File: config.mk
export PLATFORM = sky130hd
export DESIGN_NAME = neuron_layer_engine_flat
export DESIGN_NICKNAME = d
export VERILOG_FILES = /design/src/rtl/neuron_pkg.sv /design/src/rtl/neuron_layer_engine_if.sv /design/src/rtl/neuron_mac.sv /design/src/rtl/neuron_layer_engine.sv /design/src/flat_wrapper.sv
export SDC_FILE = /design/constraint.sdc
export NUM_CORES = 1
export LEC_CHECK = 0
export ABC_AREA = 1
export ABC_CLOCK_PERIOD_IN_PS = 8400
export BUFFER_PORTS_ARGS = -buffer_cell sky130_fd_sc_hd__buf_2
export CAP_MARGIN = 30
export CORE_MARGIN = 3
export CORE_UTILIZATION = 34
export DETAILED_ROUTE_END_ITERATION = 16
export SYNTH_ARGS = -nofsm -noshare
export SYNTH_HDL_FRONTEND = slang
export SYNTH_SLANG_ARGS = --single-unit
export TNS_END_PERCENT = 20
File: constraint.sdc
create_clock -name clk -period 8.4 [get_ports clk]
set_input_delay 1.68 -clock clk [delete_from_list [all_inputs] [get_ports clk]]
set_output_delay 1.68 -clock clk [all_outputs]
set_load 0.02 [all_outputs]
File: src/rtl/neuron_pkg.sv
// Shared definitions for the neuron layer engine: FSM state encoding,
// activation-mode constants and the accumulator width helper.
package neuron_pkg;

  typedef enum logic [2:0] {
    IDLE  = 3'd0,
    LOAD  = 3'd1,
    MAC   = 3'd2,
    DRAIN = 3'd3,
    WRITE = 3'd4,
    DONE  = 3'd5
  } state_t;

  localparam logic ACT_STEP = 1'b0;
  localparam logic ACT_RELU = 1'b1;

  // Counter width: large enough for 64 inputs plus an optional bias word.
  localparam int CNT_W = 7;

  // Full signed product plus enough guard bits to sum N_INPUTS products
  // (and a bias) without wrapping.
  function automatic int acc_width(input int data_w, input int n_inputs);
    return 2 * data_w + $clog2(n_inputs + 1);
  endfunction

endpackage

File: src/rtl/neuron_layer_engine_if.sv
// Single-port BRAM bus between the engine (master) and the memory (slave).
// No handshake: bram_enable qualifies a cycle; a write happens when
// bram_write_enable_bytes is non-zero, otherwise it is a read whose data
// appears on bram_data_in exactly one cycle later.
interface neuron_layer_engine_if #(
  parameter int ADDR_W = 9
);
  logic              bram_enable;
  logic [3:0]        bram_write_enable_bytes;
  logic [ADDR_W-1:0] bram_data_addr;
  logic [31:0]       bram_data_out;
  logic [31:0]       bram_data_in;

  modport master (
    output bram_enable, bram_write_enable_bytes, bram_data_addr, bram_data_out,
    input  bram_data_in
  );

  modport slave (
    input  bram_enable, bram_write_enable_bytes, bram_data_addr, bram_data_out,
    output bram_data_in
  );
endinterface

File: src/rtl/neuron_mac.sv
// Datapath for one neuron: signed multiply-accumulate, fixed-point
// rescale, saturation and activation. The result is combinational from the
// accumulator so it is ready in the cycle after the last accumulate.
module neuron_mac
  import neuron_pkg::*;
#(
  parameter int DATA_W   = 16,
  parameter int FRAC_W   = 8,
  parameter int N_INPUTS = 8
) (
  input  logic                     clk,
  input  logic                     rst,
  input  logic                     en_i,       // bram data holds a weight or bias
  input  logic                     first_i,    // first word of a neuron: restart sum
  input  logic                     seed_i,     // word is a bias, not a weight
  input  logic signed [DATA_W-1:0] w_i,
  input  logic signed [DATA_W-1:0] x_i,
  input  logic                     act_mode_i,
  output logic        [DATA_W-1:0] act_o,
  output logic                     sat_o
);

  localparam int ACC_W = acc_width(DATA_W, N_INPUTS);
  localparam logic signed [ACC_W-1:0] MAX_V = {{(ACC_W-DATA_W+1){1'b0}}, {(DATA_W-1){1'b1}}};
  localparam logic signed [ACC_W-1:0] MIN_V = {{(ACC_W-DATA_W+1){1'b1}}, {(DATA_W-1){1'b0}}};
  localparam logic [DATA_W-1:0] ONE_V = DATA_W'(1) << FRAC_W;

  logic signed [2*DATA_W-1:0] prod;
  logic signed [ACC_W-1:0]    acc_q, acc_d, acc_base, shifted;
  logic signed [DATA_W-1:0]   res;

  assign prod = w_i * x_i;

  // Next accumulator value: restart on the first word, bias is pre-scaled.
  always_comb begin
    acc_d    = acc_q;
    acc_base = first_i ? '0 : acc_q;
    if (en_i) begin
      if (seed_i) begin
        acc_d = acc_base + ({{(ACC_W-DATA_W){w_i[DATA_W-1]}}, w_i} <<< FRAC_W);
      end else begin
        acc_d = acc_base + {{(ACC_W-2*DATA_W){prod[2*DATA_W-1]}}, prod};
      end
    end
  end

  // Accumulator register.
  always_ff @(posedge clk or posedge rst) begin
    if (rst) begin
      acc_q <= '0;
    end else begin
      acc_q <= acc_d;
    end
  end

  // Rescale, clamp to the signed output range, then apply the activation.
  always_comb begin
    shifted = acc_q >>> FRAC_W;
    sat_o   = 1'b0;
    res     = shifted[DATA_W-1:0];
    if (shifted > MAX_V) begin
      res   = {1'b0, {(DATA_W-1){1'b1}}};
      sat_o = 1'b1;
    end else if (shifted < MIN_V) begin
      res   = {1'b1, {(DATA_W-1){1'b0}}};
      sat_o = 1'b1;
    end
    if (act_mode_i == ACT_RELU) begin
      act_o = res[DATA_W-1] ? '0 : res;
    end else begin
      act_o = res[DATA_W-1] ? '0 : ONE_V;
    end
  end

endmodule

File: src/rtl/neuron_layer_engine.sv
// Fully-connected layer engine: loads N_INPUTS inputs from BRAM, then for
// each neuron streams its weights through neuron_mac and writes the
// activated result back. Define NEURON_LAYER_BIAS_EN to give each neuron a
// bias word stored after its weights and read first.
// start is a one-cycle request, accepted only in IDLE and ignored otherwise.
module neuron_layer_engine
  import neuron_pkg::*;
#(
  parameter int N_NEURONS = 4,
  parameter int N_INPUTS  = 8,
  parameter int DATA_W    = 16,
  parameter int FRAC_W    = 8,
  parameter int ADDR_W    = 9
) (
  input  logic              clk,
  input  logic              rst,
  input  logic              start,
  input  logic              act_mode,
  input  logic [ADDR_W-1:0] in_base,
  input  logic [ADDR_W-1:0] w_base,
  input  logic [ADDR_W-1:0] out_base,
  output logic              busy,
  output logic              done,
  output logic              sat_flag,
  output state_t            state_o,
  neuron_layer_engine_if.master bram
);

`ifdef NEURON_LAYER_BIAS_EN
  localparam bit BIAS_EN = 1'b1;
`else
  localparam bit BIAS_EN = 1'b0;
`endif
  localparam int STRIDE = N_INPUTS + (BIAS_EN ? 1 : 0);
  localparam int IDX_W  = (N_INPUTS > 1) ? $clog2(N_INPUTS) : 1;

  state_t            state_q, state_d;
  logic [CNT_W-1:0]  cnt_q, cnt_d, n_q, n_d, ld_idx_q, ld_idx_d, rd_idx_q, rd_idx_d;
  logic              ld_vld_q, ld_vld_d, rd_vld_q, rd_vld_d, act_q, act_d, sat_q, sat_d;
  logic [ADDR_W-1:0] in_ptr_q, in_ptr_d, row_q, row_d, out_ptr_q, out_ptr_d;
  logic [DATA_W-1:0] xreg_q [0:(1<<IDX_W)-1];
  logic [ADDR_W-1:0] w_off;
  logic [CNT_W-1:0]  x_sel;
  logic [DATA_W-1:0] mac_out;
  logic              mac_sat, mac_first, mac_seed;
  logic              unused_bits;

  assign busy     = (state_q != IDLE) && (state_q != DONE);
  assign done     = (state_q == DONE);
  assign sat_flag = sat_q;
  assign state_o  = state_q;

  assign unused_bits = ^{bram.bram_data_in[31:DATA_W], ld_idx_q[CNT_W-1:IDX_W],
                         x_sel[CNT_W-1:IDX_W]};

  // Map read counters to weight-row offsets and cached-input indices; with a
  // bias the first read of a row fetches the word stored after its weights.
  always_comb begin
    mac_first = (rd_idx_q == '0);
    if (BIAS_EN) begin
      w_off    = (cnt_q == '0) ? ADDR_W'(N_INPUTS) : ADDR_W'(cnt_q - CNT_W'(1));
      x_sel    = rd_idx_q - CNT_W'(1);
      mac_seed = mac_first;
    end else begin
      w_off    = ADDR_W'(cnt_q);
      x_sel    = rd_idx_q;
      mac_seed = 1'b0;
    end
  end

  // Next-state logic and BRAM bus drive.
  always_comb begin
    state_d   = state_q;
    cnt_d     = cnt_q;
    n_d       = n_q;
    act_d     = act_q;
    sat_d     = sat_q;
    in_ptr_d  = in_ptr_q;
    row_d     = row_q;
    out_ptr_d = out_ptr_q;
    ld_vld_d  = 1'b0;
    ld_idx_d  = cnt_q;
    rd_vld_d  = 1'b0;
    rd_idx_d  = cnt_q;
    bram.bram_enable             = 1'b0;
    bram.bram_write_enable_bytes = 4'b0000;
    bram.bram_data_addr          = '0;
    bram.bram_data_out           = '0;
    case (state_q)
      IDLE: begin
        if (start) begin
          act_d     = act_mode;
          sat_d     = 1'b0;
          in_ptr_d  = in_base;
          row_d     = w_base;
          out_ptr_d = out_base;
          cnt_d     = '0;
          n_d       = '0;
          state_d   = LOAD;
        end
      end
      LOAD: begin
        bram.bram_enable    = 1'b1;
        bram.bram_data_addr = in_ptr_q;
        ld_vld_d            = 1'b1;
        in_ptr_d            = in_ptr_q + ADDR_W'(1);
        if (cnt_q == CNT_W'(N_INPUTS - 1)) begin
          cnt_d   = '0;
          state_d = MAC;
        end else begin
          cnt_d = cnt_q + CNT_W'(1);
        end
      end
      MAC: begin
        bram.bram_enable    = 1'b1;
        bram.bram_data_addr = row_q + w_off;
        rd_vld_d            = 1'b1;
        if (cnt_q == CNT_W'(STRIDE - 1)) begin
          state_d = DRAIN;
        end else begin
          cnt_d = cnt_q + CNT_W'(1);
        end
      end
      DRAIN: begin
        state_d = WRITE;
      end
      WRITE: begin
        bram.bram_enable             = 1'b1;
        bram.bram_write_enable_bytes = 4'b0011;
        bram.bram_data_addr          = out_ptr_q;
        bram.bram_data_out           = 32'(mac_out);
        out_ptr_d                    = out_ptr_q + ADDR_W'(1);
        if (mac_sat) sat_d = 1'b1;
        if (n_q == CNT_W'(N_NEURONS - 1)) begin
          state_d = DONE;
        end else begin
          n_d     = n_q + CNT_W'(1);
          cnt_d   = '0;
          row_d   = row_q + ADDR_W'(STRIDE);
          state_d = MAC;
        end
      end
      DONE: begin
        state_d = IDLE;
      end
      default: begin
        state_d = IDLE;
      end
    endcase
  end

  // Control registers; reset aborts any run in progress.
  always_ff @(posedge clk or posedge rst) begin
    if (rst) begin
      state_q   <= IDLE;
      cnt_q     <= '0;
      n_q       <= '0;
      act_q     <= ACT_STEP;
      sat_q     <= 1'b0;
      in_ptr_q  <= '0;
      row_q     <= '0;
      out_ptr_q <= '0;
      ld_vld_q  <= 1'b0;
      ld_idx_q  <= '0;
      rd_vld_q  <= 1'b0;
      rd_idx_q  <= '0;
    end else begin
      state_q   <= state_d;
      cnt_q     <= cnt_d;
      n_q       <= n_d;
      act_q     <= act_d;
      sat_q     <= sat_d;
      in_ptr_q  <= in_ptr_d;
      row_q     <= row_d;
      out_ptr_q <= out_ptr_d;
      ld_vld_q  <= ld_vld_d;
      ld_idx_q  <= ld_idx_d;
      rd_vld_q  <= rd_vld_d;
      rd_idx_q  <= rd_idx_d;
    end
  end

  // Input cache, filled as the LOAD reads return.
  always_ff @(posedge clk) begin
    if (ld_vld_q) xreg_q[ld_idx_q[IDX_W-1:0]] <= bram.bram_data_in[DATA_W-1:0];
  end

  neuron_mac #(
    .DATA_W   (DATA_W),
    .FRAC_W   (FRAC_W),
    .N_INPUTS (N_INPUTS)
  ) u_mac (
    .clk        (clk),
    .rst        (rst),
    .en_i       (rd_vld_q),
    .first_i    (mac_first),
    .seed_i     (mac_seed),
    .w_i        (bram.bram_data_in[DATA_W-1:0]),
    .x_i        (xreg_q[x_sel[IDX_W-1:0]]),
    .act_mode_i (act_q),
    .act_o      (mac_out),
    .sat_o      (mac_sat)
  );

endmodule

File: src/flat_wrapper.sv
// flat-port wrapper written by rule: the top's interface ports become plain ports
module neuron_layer_engine_flat import neuron_pkg::*;
#(
  parameter int N_NEURONS = 4,
  parameter int N_INPUTS  = 8,
  parameter int DATA_W    = 16,
  parameter int FRAC_W    = 8,
  parameter int ADDR_W    = 9
)
  (clk, rst, start, act_mode, in_base, w_base, out_base, busy, done, sat_flag, state_o, bram_bram_enable, bram_bram_write_enable_bytes, bram_bram_data_addr, bram_bram_data_out, bram_bram_data_in);
  neuron_layer_engine_if #(.ADDR_W(ADDR_W)) bram_i ();
  input  logic clk;
  input  logic rst;
  input  logic start;
  input  logic act_mode;
  input  logic [ADDR_W-1:0] in_base;
  input  logic [ADDR_W-1:0] w_base;
  input  logic [ADDR_W-1:0] out_base;
  output logic busy;
  output logic done;
  output logic sat_flag;
  output state_t state_o;
  output wire logic [$bits(bram_i.bram_enable)-1:0] bram_bram_enable;
  output wire logic [$bits(bram_i.bram_write_enable_bytes)-1:0] bram_bram_write_enable_bytes;
  output wire logic [$bits(bram_i.bram_data_addr)-1:0] bram_bram_data_addr;
  output wire logic [$bits(bram_i.bram_data_out)-1:0] bram_bram_data_out;
  input wire logic [$bits(bram_i.bram_data_in)-1:0] bram_bram_data_in;
  assign bram_bram_enable = bram_i.bram_enable;
  assign bram_bram_write_enable_bytes = bram_i.bram_write_enable_bytes;
  assign bram_bram_data_addr = bram_i.bram_data_addr;
  assign bram_bram_data_out = bram_i.bram_data_out;
  assign bram_i.bram_data_in = bram_bram_data_in;
  neuron_layer_engine #(.N_NEURONS(N_NEURONS), .N_INPUTS(N_INPUTS), .DATA_W(DATA_W), .FRAC_W(FRAC_W), .ADDR_W(ADDR_W)) u_core (.clk(clk), .rst(rst), .start(start), .act_mode(act_mode), .in_base(in_base), .w_base(w_base), .out_base(out_base), .busy(busy), .done(done), .sat_flag(sat_flag), .state_o(state_o), .bram(bram_i));
endmodule
Yosys cells after proc, flatten, opt, wreduce, memory -nomap -nowiden
Memories as Yosys holds them, arrays and structs flattened.
Cells that the tools add are included.
{"block": "totals", "latch_bits": 0, "ram_bits": 128, "n_memories": 1, "input_bits": 63, "romBits": 0, "elab_cells": 90, "register_bits": 91}
{"memory": "u_core.xreg_q", "words": 8, "width": 16, "read_ports": 1, "rd_ports_with_merged_regs": 0, "write_ports": 1, "line": "neuron_layer_engine.sv:41", "rtl": "logic [DATA_W-1:0] xreg_q [0:(1<<IDX_W)-1];"}
{"block": "op_classes", "mux": 38, "n_lt_le_gt_ge": 2, "n_reduce_logical": 15, "add_sub_neg": 7, "div_mod_pow": 0, "multipliers": 1, "eq_ne": 14, "n_bitwise": 0, "n_shift": 0}
{"operator": "$pmux 9 s2", "count": 3}
{"operator": "$mux 15", "count": 3}
{"operator": "$mux 9", "count": 5}
{"operator": "$add 36x36->36", "count": 1}
{"operator": "$mux 36", "count": 1}
{"operator": "$mux 7", "count": 5}
{"operator": "$mul 16x16->32", "count": 1}
{"operator": "$mux 16", "count": 2}
{"operator": "$gt 28x16->1 const B", "count": 1}
{"operator": "$lt 28x16->1 const B", "count": 1}
{"operator": "$pmux 7 s4", "count": 1}
{"operator": "$pmux 9 s3", "count": 1}
{"operator": "$add 9x1->9 const B", "count": 2}
{"operator": "$pmux 3 s5", "count": 1}
{"operator": "$add 7x1->7 const B", "count": 2}
{"operator": "$pmux 7 s2", "count": 1}
{"operator": "$mux 3", "count": 4}
{"operator": "$add 9x4->9 const B", "count": 1}
{"operator": "$add 9x7->9", "count": 1}
{"operator": "$mux 1", "count": 9}
{"operator": "$reduce_and 3->1", "count": 3}
{"operator": "$eq 7x2->1 const B", "count": 1}
{"operator": "$eq 7x3->1 const B", "count": 1}
{"operator": "$logic_not 7->1", "count": 1}
{"operator": "other kinds (16)", "count": 25}

Depth between registers and ports, before layout
Gate-level depths: netlist (run 1).
{"block": "depth", "word_depth": 6, "mapped_depth": 50, "depth_no_buf": 48}

Hierarchy
From an unflattened synthesis (run 1), not the netlist that was laid out.
{"block": "unflattened", "cells_unflattened": 3160, "hier_area_um2": 24509.8}
{"mod": "neuron_mac", "n_inst": 1, "area_each_um2": 15782.6, "seq_area_each_um2": 900.9, "cells_each": 2217}
{"mod": "neuron_layer_engine", "n_inst": 1, "area_each_um2": 8727.1, "seq_area_each_um2": 5220.0, "cells_each": 943}

Least setup slack after synthesis (run 1)
No wires, ideal clock.
{"block": "synth_timing", "path_kind": "input port to flip-flop", "from": "in bram_bram_data_in[15]", "to": "reg u_core.u_mac.acc_q[35]", "setup_ns": 0.117, "t_required_ns": 8.283, "arrival_time_ns": 8.245, "setup_slack_ns": 0.037, "path_stages": 37, "path_cell_list": "inv_1 clkbuf_1 nor2_1 fa_1 inv_1 fa_1 inv_1 fa_1 fa_1 fa_1 inv_1 fa_1 inv_1 ha_1 nand2_1 inv_1 a21oi_1 nand2_1 nand3b_1 nand2_1 nand3_1 nand2_1 nand2_1 xor2_1 ha_1 nand2_1 inv_1 nand2_1 nand3_1 nand2_1 nand2_1 nor2_1 nand3_1 nand3_1 nand3_1 nand2_1 nand2_1"}
{"block": "synth_between", "elab_chain_cells": 2}
{"item": "from (decl)", "line": "flat_wrapper.sv:27", "rtl": "input wire logic [$bits(bram_i.bram_data_in)-1:0] bram_bram_data_in;"}
{"item": "$mul 16x16->32", "line": "neuron_mac.sv:32", "rtl": "assign prod = w_i * x_i;"}
{"item": "$add 36x36->36", "line": "neuron_mac.sv:42", "rtl": "acc_d = acc_base + {{(ACC_W-2*DATA_W){prod[2*DATA_W-1]}}, prod};"}
{"item": "to (signal assigned)", "line": "neuron_mac.sv:50", "rtl": "acc_q <= '0;"}
{"item": "to (signal assigned)", "line": "neuron_mac.sv:52", "rtl": "acc_q <= acc_d;"}
{"item": "to (decl)", "line": "neuron_mac.sv:29", "rtl": "logic signed [ACC_W-1:0] acc_q, acc_d, acc_base, shifted;"}
No other way between the ends.
A chain may end at the register's enable or synchronous reset.

Worst setup path in the final report (run 1)
{"block": "layout_timing", "from": "in bram_bram_data_in[12]", "to": "reg u_core.u_mac.acc_q[33]"}
Same word-level chain as after synthesis.

==> results.py, run 1 <==
metrics = {
    "status": {
        "outcome": "complete, no violations",
    },
    "critical_path": {
        "slowest_delay_ps": 540,
        "worst_ep_arrival_time_ps": 8490,
        "crit_required_ps": 8790,
        "crit_type": "primary input to flop",
        "r2r-start": "u_core.ld_idx_q[0]$_DFF_PP0_",
        "worstSetupEndpointType": "flop",
        "r2r_cells": 38,
        "path_common_cell": "fa_1",
        "path_max_fanout": 5,
        "r2r_end": "u_core.u_mac.acc_q[29]$_DFFE_PP0P_",
        "startpoint_type": "primary input",
        "regToRegSetupSlack_ps": 310,
        "crit_slowest_cell": "fa_1",
    },
    "sta": {
        "max_freq_ghz": 0.123,
        "slew_headroom": 0.362,
        "finalSetupViolCount": 0,
        "skew_ps": 25.5,
        "hold_viol": 0,
        "setup_slack_ps": 293,
        "fin_crit_sh": 0.965,
        "tightest_slew_ps": 953,
        "rsz0062_at_grt": "true",
        "drv_slew": 0,
        "fin_crit_ps": 8110,
    },
    "logic_synthesis": {
        "seq_area_frac_synth": 0.271,
        "synth_cell_types": 63,
        "ys.flop_type": "edfxtp_1",
        "syn_inst": 2756,
        "synth_area_mm2": 0.0226,
        "ys_seq_elements": 219,
        "postSynthAreaPerCell_um2": 8.18,
        "synthArstFlopShare": 0.416,
        "synth_edf_count": 128,
        "yosys_warnings": 0,
    },
    "global_routing": {
        "grt_max_degree": 71,
        "grt_pass1_wl_mm": 99.8,
        "grt-ovfl-total": 0,
        "grt_usage": 0.178,
        "grt_antenna_before_repair": 0,
        "grt_pass1_vias": 18600,
    },
    "die": {
        "dieHeight_um": 264,
        "start_util": 0.347,
        "core_mm2": 0.0650,
        "die_area_mm2": 0.0695,
        "io_pins": 115,
        "num_rows": 93,
        "die_w_um": 264,
    },
    "finish": {
        "layout-drive-gt1-share": 0.205,
        "antenna_cells": 0,
        "finalNonFillerCells": 4009,
        "fillers": 6445,
        "stdcell_area_mm2": 0.0279,
        "syn_to_final_growth_pct": 23.5,
        "multiInputGateArea_mm2": 0.0144,
        "fin_nets": 3592,
        "regArea_mm2": 0.00613,
    },
    "placed_design": {
        "place_area_mm2": 0.0259,
        "portBuffers": 79,
        "dp_hpwl_mm": 49.6,
        "pre_cts_ws_ps": -503,
        "place_inst": 3920,
        "routabilityCongestion": 0.905,
    },
    "worst_hold_path": {
        "hold_start": "u_core.u_mac.acc_q[20]$_DFFE_PP0P_",
        "hold_class": "flop to flop",
        "worstHoldPathCells": 2,
        "whs_endpoint": "u_core.u_mac.acc_q[20]$_DFFE_PP0P_",
    },
    "clocking": {
        "tritoncts": "built",
        "clk_pin_slew_ps": 50,
        "cts_made_buffers": 25,
        "numClockSinks": 219,
        "clk_latency_ps": 570,
        "clockBufferDepth": 3,
        "htree_levels": 1,
        "ctsRootBufferMaster": "clkbuf_16",
    },
    "routing": {
        "wl_met1_mm": 27.6,
        "wire_per_inst_um": 15.7,
        "drc": 0,
        "wl_met2_mm": 29.4,
        "first_iter_violations": 1329,
        "highest_layer": "met4",
        "first_pass_iters": 5,
        "ant_nets": 0,
        "dr_total_vias": 19200,
        "route.met3.wl_mm": 4.26,
        "drt-vias-per-instance": 4.78,
        "routed_wl_mm": 62.8,
    },
    "job": {
        "cap_viol_max_count": 0,
    },
}
worst max path at each step:
stage	depth (start not counted)	from	to
3_5_place_dp	38	bram_bram_data_in[5]	u_core.u_mac.acc_q[22]$_DFFE_PP0P_
4_1_cts	37	u_core.ld_idx_q[0]$_DFF_PP0_	u_core.u_mac.acc_q[31]$_DFFE_PP0P_
3_3_place_gp	33	bram_bram_data_in[9]	u_core.u_mac.acc_q[31]$_DFFE_PP0P_
6_report	32	bram_bram_data_in[12]	u_core.u_mac.acc_q[33]$_DFFE_PP0P_
2_1_floorplan	37	bram_bram_data_in[15]	u_core.u_mac.acc_q[35]$_DFFE_PP0P_
5_1_grt	43	u_core.ld_idx_q[0]$_DFF_PP0_	u_core.u_mac.acc_q[35]$_DFFE_PP0P_
placed cells by master (no fill, tap or decap), types with 22 or more instances in the layout:
cell type / count
a21oi_1: 70
a21oi_2: 22
buf_2: 79
buf_4: 319
clkbuf_16: 28
dfrtp_1: 89
edfxtp_1: 128
fa_1: 263
ha_1: 114
inv_1: 528
inv_2: 24
nand2_1: 480
nand3_1: 76
nand4_1: 36
nor2_1: 400
nor2_2: 37
o21ai_0: 119
o21ai_1: 25
xor2_1: 24
area by class of cell:
type                       count  share of cell area
multi-input combinational   1898               0.517
sequential                   219               0.220
timing repair buffer         420               0.114
inverter                     568              0.0784
tap                          855              0.0384
clock buffer                  30              0.0238
clock inverter                15             0.00768
timing repair inverter         4            0.000988
flip-flops by register name (all words and copies together) (netlist names):
signal,cells
u_core.act_q,1
u_core.cnt_q,7
u_core.rd_vld_q,1
u_core.row_q,9
u_core.n_q,7
u_core.u_mac.acc_q,36
u_core.xreg_q,128
u_core.ld_idx_q,7
u_core.state_o,3
u_core.sat_flag,1
u_core.ld_vld_q,1
u_core.out_ptr_q,9
u_core.in_ptr_q,9
metal layers:
metal / up-vias / global-route usage
met1: 9198 / 0.248
met5: - / 0
met2: 583 / 0.294
met3: 86 / 0.0243
li1: 9299 / -
met4: 0 / 0.0446
cells by family (layout without fill, tap and decap cells):
kind of cell / count (synthesis) / after routing / synth area share
simple gates: 1116 / 1116 / 0.206
xor+xnor: 40 / 40 / 0.0155
compound gates: 330 / 330 / 0.0849
flops: 219 / 219 / 0.271
other cells: 1 / 19 / 0.000166
fa+ha+maj: 393 / 393 / 0.306
buf+inv: 657 / 1037 / 0.116
per-stage QoR:
| stage | utilization | hold WS (ps) | TNS (ps) |
|---|---|---|---|
| global route | 0.428 | 508 | -422 |
| detailed placement | 0.399 | 473 | -7930 |
| CTS | 0.412 | 487 | 0 |
| floorplan | - | 399 | 0 |
| finish | 0.428 | 482 | 0 |
| global placement | 0.399 | 463 | -7620 |
synthesized netlist by cell type (3+ instances only):
cell type  number  share of area
buf_2          31         0.0069
a22oi_1         5         0.0017
or2_1           5         0.0014
ha_1          129          0.072
buf_4          26         0.0087
inv_2          21         0.0035
nand4_1        36          0.010
o221ai_1        5         0.0019
o21a_1          6         0.0020
nand3_1        82          0.018
a32oi_1         3         0.0012
o21ai_0       127          0.028
fa_1          264           0.23
xnor2_1        14         0.0054
o22ai_1         8         0.0022
nand2_1       490          0.082
o211ai_1       14         0.0047
o21ai_1        19         0.0042
a21oi_1        91          0.020
nand2_2         3        0.00083
xor2_1         26          0.010
clkinv_1        5        0.00083
nor3_1         21         0.0047
nor2_1        439          0.073
o21bai_1        9         0.0030
clkbuf_1       15         0.0025
or2_2           4         0.0011
inv_1         541          0.090
edfxtp_1      128           0.17
nand4_2         4         0.0022
nor2_4          4         0.0020
buf_1          15         0.0025
nor2_2          7         0.0019
a21o_1          9         0.0030
nand3b_1       10         0.0033
a31oi_1         6         0.0017
dfrtp_1        91           0.10
o21ai_2         7         0.0027
critical path, delay by kind of cell:
kind	cells	cell delay, ps
fa+ha+maj	8	3780
compound gates	5	710
xor+xnor	1	200
simple gates	11	1370
buf+inv	7	740
repair_timing:
action / in CTS / in global routing
hold buffers: 0 / 0
buffers inserted: 0 / 35
setup endpoints to repair: 0 / 22
gates resized for setup: 0 / 166
Power of run 1 is left out: the tool's default activity adds up to more than one toggle a clock period on the data nets, which glitch-free logic cannot reach.
==> run 2, diff against run 1 <==
- CTS_BUF_LIST: default -> sky130_fd_sc_hd__clkbuf_16
==> results.py, run 2 (same netlist as run 1, synthesis figures left out) <==
metrics = {
    "status": {
        "outcome": "complete, no violations",
    },
    "placed_design": {
        "dp_hpwl_mm": 49.6,
        "portBuffers": 79,
        "routabilityCongestion": 0.905,
    },
    "die": {
        "num_rows": 93,
        "core_mm2": 0.0650,
        "die_area_mm2": 0.0695,
        "start_util": 0.347,
        "io_pins": 115,
        "die_w_um": 264,
        "dieHeight_um": 264,
    },
    "sta": {
        "fin_crit_ps": 8110,
        "drv_slew": 0,
        "max_freq_ghz": 0.123,
        "tightest_slew_ps": 943,
        "skew_ps": 21.4,
        "rsz0062_at_grt": "true",
        "slew_headroom": 0.369,
        "fin_crit_sh": 0.966,
        "hold_viol": 0,
        "finalSetupViolCount": 0,
        "fin_tns_setup_ps": 0,
    },
    "global_routing": {
        "grt_usage": 0.179,
        "grt-ovfl-total": 0,
        "grt_max_degree": 71,
        "grt_pass1_vias": 18600,
        "grt_antenna_before_repair": 0,
        "grt_pass1_wl_mm": 99.9,
    },
    "clocking": {
        "clk_latency_ps": 560,
        "cts_made_buffers": 25,
        "htree_levels": 1,
        "clockBufferDepth": 3,
        "ctsRootBufferMaster": "clkbuf_16",
        "numClockSinks": 219,
        "clk_pin_slew_ps": 50,
        "tritoncts": "built",
    },
    "routing": {
        "drt-vias-per-instance": 4.76,
        "routed_wl_mm": 62.9,
        "dr_total_vias": 19100,
        "drc": 0,
        "first_iter_violations": 1374,
        "first_pass_iters": 6,
        "ant_nets": 0,
        "wire_per_inst_um": 15.7,
    },
    "critical_path": {
        "startpoint": "bram_bram_data_in[12]",
        "startpoint_type": "primary input",
        "r2r-start": "u_core.ld_idx_q[0]$_DFF_PP0_",
        "crit_slowest_cell": "fa_1",
        "crit_type": "primary input to flop",
        "path_common_cell": "fa_1",
        "r2r_cells": 36,
        "path_max_fanout": 5,
        "crit_required_ps": 8790,
        "worstSetupEndpointType": "flop",
        "worst_ep_arrival_time_ps": 8500,
        "slowest_delay_ps": 540,
    },
    "worst_hold_path": {
        "worstHoldPathCells": 2,
        "hold_class": "flop to flop",
        "hold_start": "u_core.u_mac.acc_q[20]$_DFFE_PP0P_",
    },
    "finish": {
        "fin_nets": 3592,
        "layout_common_cells": "531 x inv_1, 480 x nand2_1, 399 x nor2_1",
        "antenna_cells": 0,
        "syn_to_final_growth_pct": 23.5,
        "fillers": 6446,
        "layout-drive-gt1-share": 0.205,
        "largest_reg_flops": 128,
        "final_common_cell": "inv_1",
    },
    "job": {
        "cap_viol_max_count": 0,
    },
}
## run 2: cell types whose count changed in the layout (fill, tap and decap cells not counted), sizes merged
cell | before | now
clkbuf | 35 | 30
inv | 562 | 565
clkinv | 12 | 14
## run 2: worst max-delay path, delay by kind of cell
family / cells / cell delay [ps]
AOI/OAI and AO/OA: 5 / 710
and+or+nand+nor: 11 / 1370
xor gates and xnor gates: 1 / 210
buffers and inverters: 7 / 720
adders and majority gates: 8 / 3780
## run 2: metrics by stage
| stage | std cells | worst slack, ps | util | instance area (um^2) | hold slack [ps] |
|---|---|---|---|---|---|
| global route | 4009 | -74.2 | 0.428 | 27900 | 508 |
| CTS | 3965 | 4.99 | 0.412 | 26800 | 487 |
| global placement | 3920 | -551 | 0.399 | 25900 | 463 |
| detailed placement | 3920 | -503 | 0.399 | 25900 | 473 |
| floorplan | 2774 | 37.5 | - | 22600 | 399 |
| finish | 4009 | 286 | 0.428 | 27900 | 482 |
## run 2: final timing paths
path	end	slack, ps
setup / recovery	u_core.u_mac.acc_q[33]$_DFFE_PP0P_	290
hold / removal	u_core.u_mac.acc_q[20]$_DFFE_PP0P_	480
setup reg to reg	u_core.u_mac.acc_q[33]$_DFFE_PP0P_	320
hold reg to reg	u_core.u_mac.acc_q[20]$_DFFE_PP0P_	480
max in group asynchronous	u_core.ld_idx_q[0]$_DFF_PP0_	6470
min in group asynchronous	u_core.u_mac.acc_q[28]$_DFFE_PP0P_	1090
## run 2: timing repair
action                     4_1_cts  5_1_grt
setup endpoints to repair        0       22
hold buffers                     0        0
buffers inserted                 0       35
gates resized for setup          0      168
## run 2: area by class of cell
class	count	area, um^2	area share
flip-flops and latches	219	6130	0.220
clock inverters	20	233	0.00835
multi-input cells	1898	14400	0.517
inverters	568	2180	0.0784
repair buffers	420	3190	0.114
well taps	855	1070	0.0384
clock buffers	25	626	0.0225
repair inverters	4	27.5	0.000988
## run 2: layer usage
layer  share of wire  track usage
met2            0.47        0.294
met3           0.066       0.0243
met4           0.026       0.0453
met5               0            0
met1            0.44        0.248
Power of run 2 is left out for the same reason.
==> run 3, diff against run 2 <==
- CELL_PAD_IN_SITES_DETAIL_PLACEMENT: default -> 1
- CELL_PAD_IN_SITES_GLOBAL_PLACEMENT: default -> 1
- PLACE_DENSITY_LB_ADDON: default -> 0.1
==> results.py, run 3 (same netlist as run 1, synthesis figures left out) <==
metrics = {
    "routing": {
        "first_pass_iters": 5,
        "ant_nets": 0,
        "routed_wl_mm": 76.4,
        "drc": 0,
        "first_iter_violations": 933,
        "drt-vias-per-instance": 4.84,
        "dr_total_vias": 19700,
        "wire_per_inst_um": 18.8,
    },
    "sta": {
        "drv_slew": 0,
        "finalSetupViolCount": 0,
        "hold_viol": 0,
        "skew_ps": 15.5,
        "rsz0062_at_grt": "true",
        "fin_crit_ps": 8130,
        "fin_crit_sh": 0.968,
        "worst_hold_slack_ps": 485,
        "max_freq_ghz": 0.123,
        "slew_headroom": 0.365,
        "tightest_slew_ps": 949,
    },
    "clocking": {
        "tritoncts": "built",
        "clockBufferDepth": 3,
        "clk_latency_ps": 570,
        "numClockSinks": 219,
        "ctsRootBufferMaster": "clkbuf_16",
        "cts_made_buffers": 28,
        "htree_levels": 1,
        "clk_pin_slew_ps": 60,
    },
    "critical_path": {
        "r2r_end": "u_core.u_mac.acc_q[31]$_DFFE_PP0P_",
        "worstSetupEndpointType": "flop",
        "startpoint_type": "primary input",
        "crit_type": "primary input to flop",
        "path_common_cell": "fa_1",
        "crit_required_ps": 8850,
        "slowest_delay_ps": 590,
        "r2r-start": "u_core.ld_idx_q[0]$_DFF_PP0_",
        "regToRegSetupSlack_ps": 360,
        "path_max_fanout": 5,
        "crit_slowest_cell": "fa_2",
        "worst_ep_arrival_time_ps": 8590,
        "r2r_cells": 40,
    },
    "placed_design": {
        "place_inst": 3960,
        "routabilityCongestion": 0.894,
        "dp_hpwl_mm": 62.4,
        "portBuffers": 79,
    },
    "die": {
        "core_mm2": 0.0650,
        "io_pins": 115,
        "dieHeight_um": 264,
        "die_area_mm2": 0.0695,
        "start_util": 0.347,
        "die_w_um": 264,
        "num_rows": 93,
    },
    "job": {
        "cap_viol_max_count": 0,
    },
    "global_routing": {
        "grt_use_met2": 0.378,
        "gr-usage-met3": 0.0194,
        "grtUsageMet1": 0.302,
        "grt.busiest_layer": "met2",
        "grt-ovfl-total": 0,
        "grt_pass1_wl_mm": 121,
        "grt_antenna_before_repair": 0,
        "grt_max_degree": 68,
        "grt_pass1_vias": 21600,
        "grt_usage": 0.220,
    },
    "finish": {
        "finalNonFillerCells": 4058,
        "layout_common_cells": "519 x inv_1, 464 x nand2_1, 395 x nor2_1",
        "fin_nets": 3637,
        "layout-drive-gt1-share": 0.243,
        "final_common_cell": "inv_1",
        "syn_to_final_growth_pct": 26.9,
        "fillers": 7801,
        "largest_reg_flops": 128,
        "antenna_cells": 0,
    },
    "worst_hold_path": {
        "whs_endpoint": "u_core.u_mac.acc_q[8]$_DFFE_PP0P_",
        "hold_class": "flop to flop",
        "worstHoldPathCells": 2,
        "hold_start": "u_core.u_mac.acc_q[8]$_DFFE_PP0P_",
    },
    "status": {
        "outcome": "complete, no violations",
    },
}
run 3: changes by cell type in the layout (fill, tap and decap cells not counted), sizes merged:
cell	delta
buf	+49
clkinv	+7
bufinv	-6
clkinvlp	-1
run 3: worst max path at each step:
stage | startpoint | end | cells past startpoint
2_1_floorplan | bram_bram_data_in[15] | u_core.u_mac.acc_q[35]$_DFFE_PP0P_ | 37
3_3_place_gp | bram_bram_data_in[10] | u_core.u_mac.acc_q[33]$_DFFE_PP0P_ | 32
3_5_place_dp | bram_bram_data_in[15] | u_core.u_mac.acc_q[33]$_DFFE_PP0P_ | 33
4_1_cts | u_core.ld_idx_q[0]$_DFF_PP0_ | u_core.u_mac.acc_q[24]$_DFFE_PP0P_ | 42
5_1_grt | u_core.ld_idx_q[2]$_DFF_PP0_ | u_core.u_mac.acc_q[35]$_DFFE_PP0P_ | 41
6_report | bram_bram_data_in[13] | u_core.u_mac.acc_q[31]$_DFFE_PP0P_ | 33
run 3: layout make-up:
class                      instances  area, um^2  area share
timing repair buffer             466        3550       0.124
multi-input combinational       1898       14900       0.520
tap                              855        1070      0.0374
clock inverter                    24         140     0.00490
sequential                       219        6120       0.214
inverter                         568        2170      0.0757
clock buffer                      28         701      0.0245
run 3: metal layers:
layer	up-vias	routed length [um]
li1	9389	-
met1	9950	35100
met2	236	37500
met3	81	1890
met4	0	1870
met5	-	0
run 3: through the flow:
step,setup slack [ps],setup TNS (ps),instance area [um^2],utilization
3_5_place_dp,-750,-12290,26300,0.404
2_1_floorplan,37.5,0,22600,-
5_1_grt,-96.7,-695,28600,0.440
6_report,267,0,28600,0.440
4_1_cts,7.29,0,27400,0.421
3_3_place_gp,-708,-11110,26300,0.404
run 3: worst max-delay path: cells and delay by family:
kind	cells	cell delay (ps)
buffers and inverters	11	1380
XOR/XNOR	1	320
AO/OA/AOI/OAI	2	350
adder cells (fa/ha/maj)	8	3570
AND/OR/NAND/NOR	11	1250
run 3: repair_timing:
item / 4_1_cts / 5_1_grt
endpoints found under the setup margin: 17 / 23
setup buffers: 13 / 29
resized for setup: 33 / 233
hold buffers: 0 / 0
pin swaps: 11 / 94
cloned: 0 / 3
Power of run 3 is left out for the same reason.
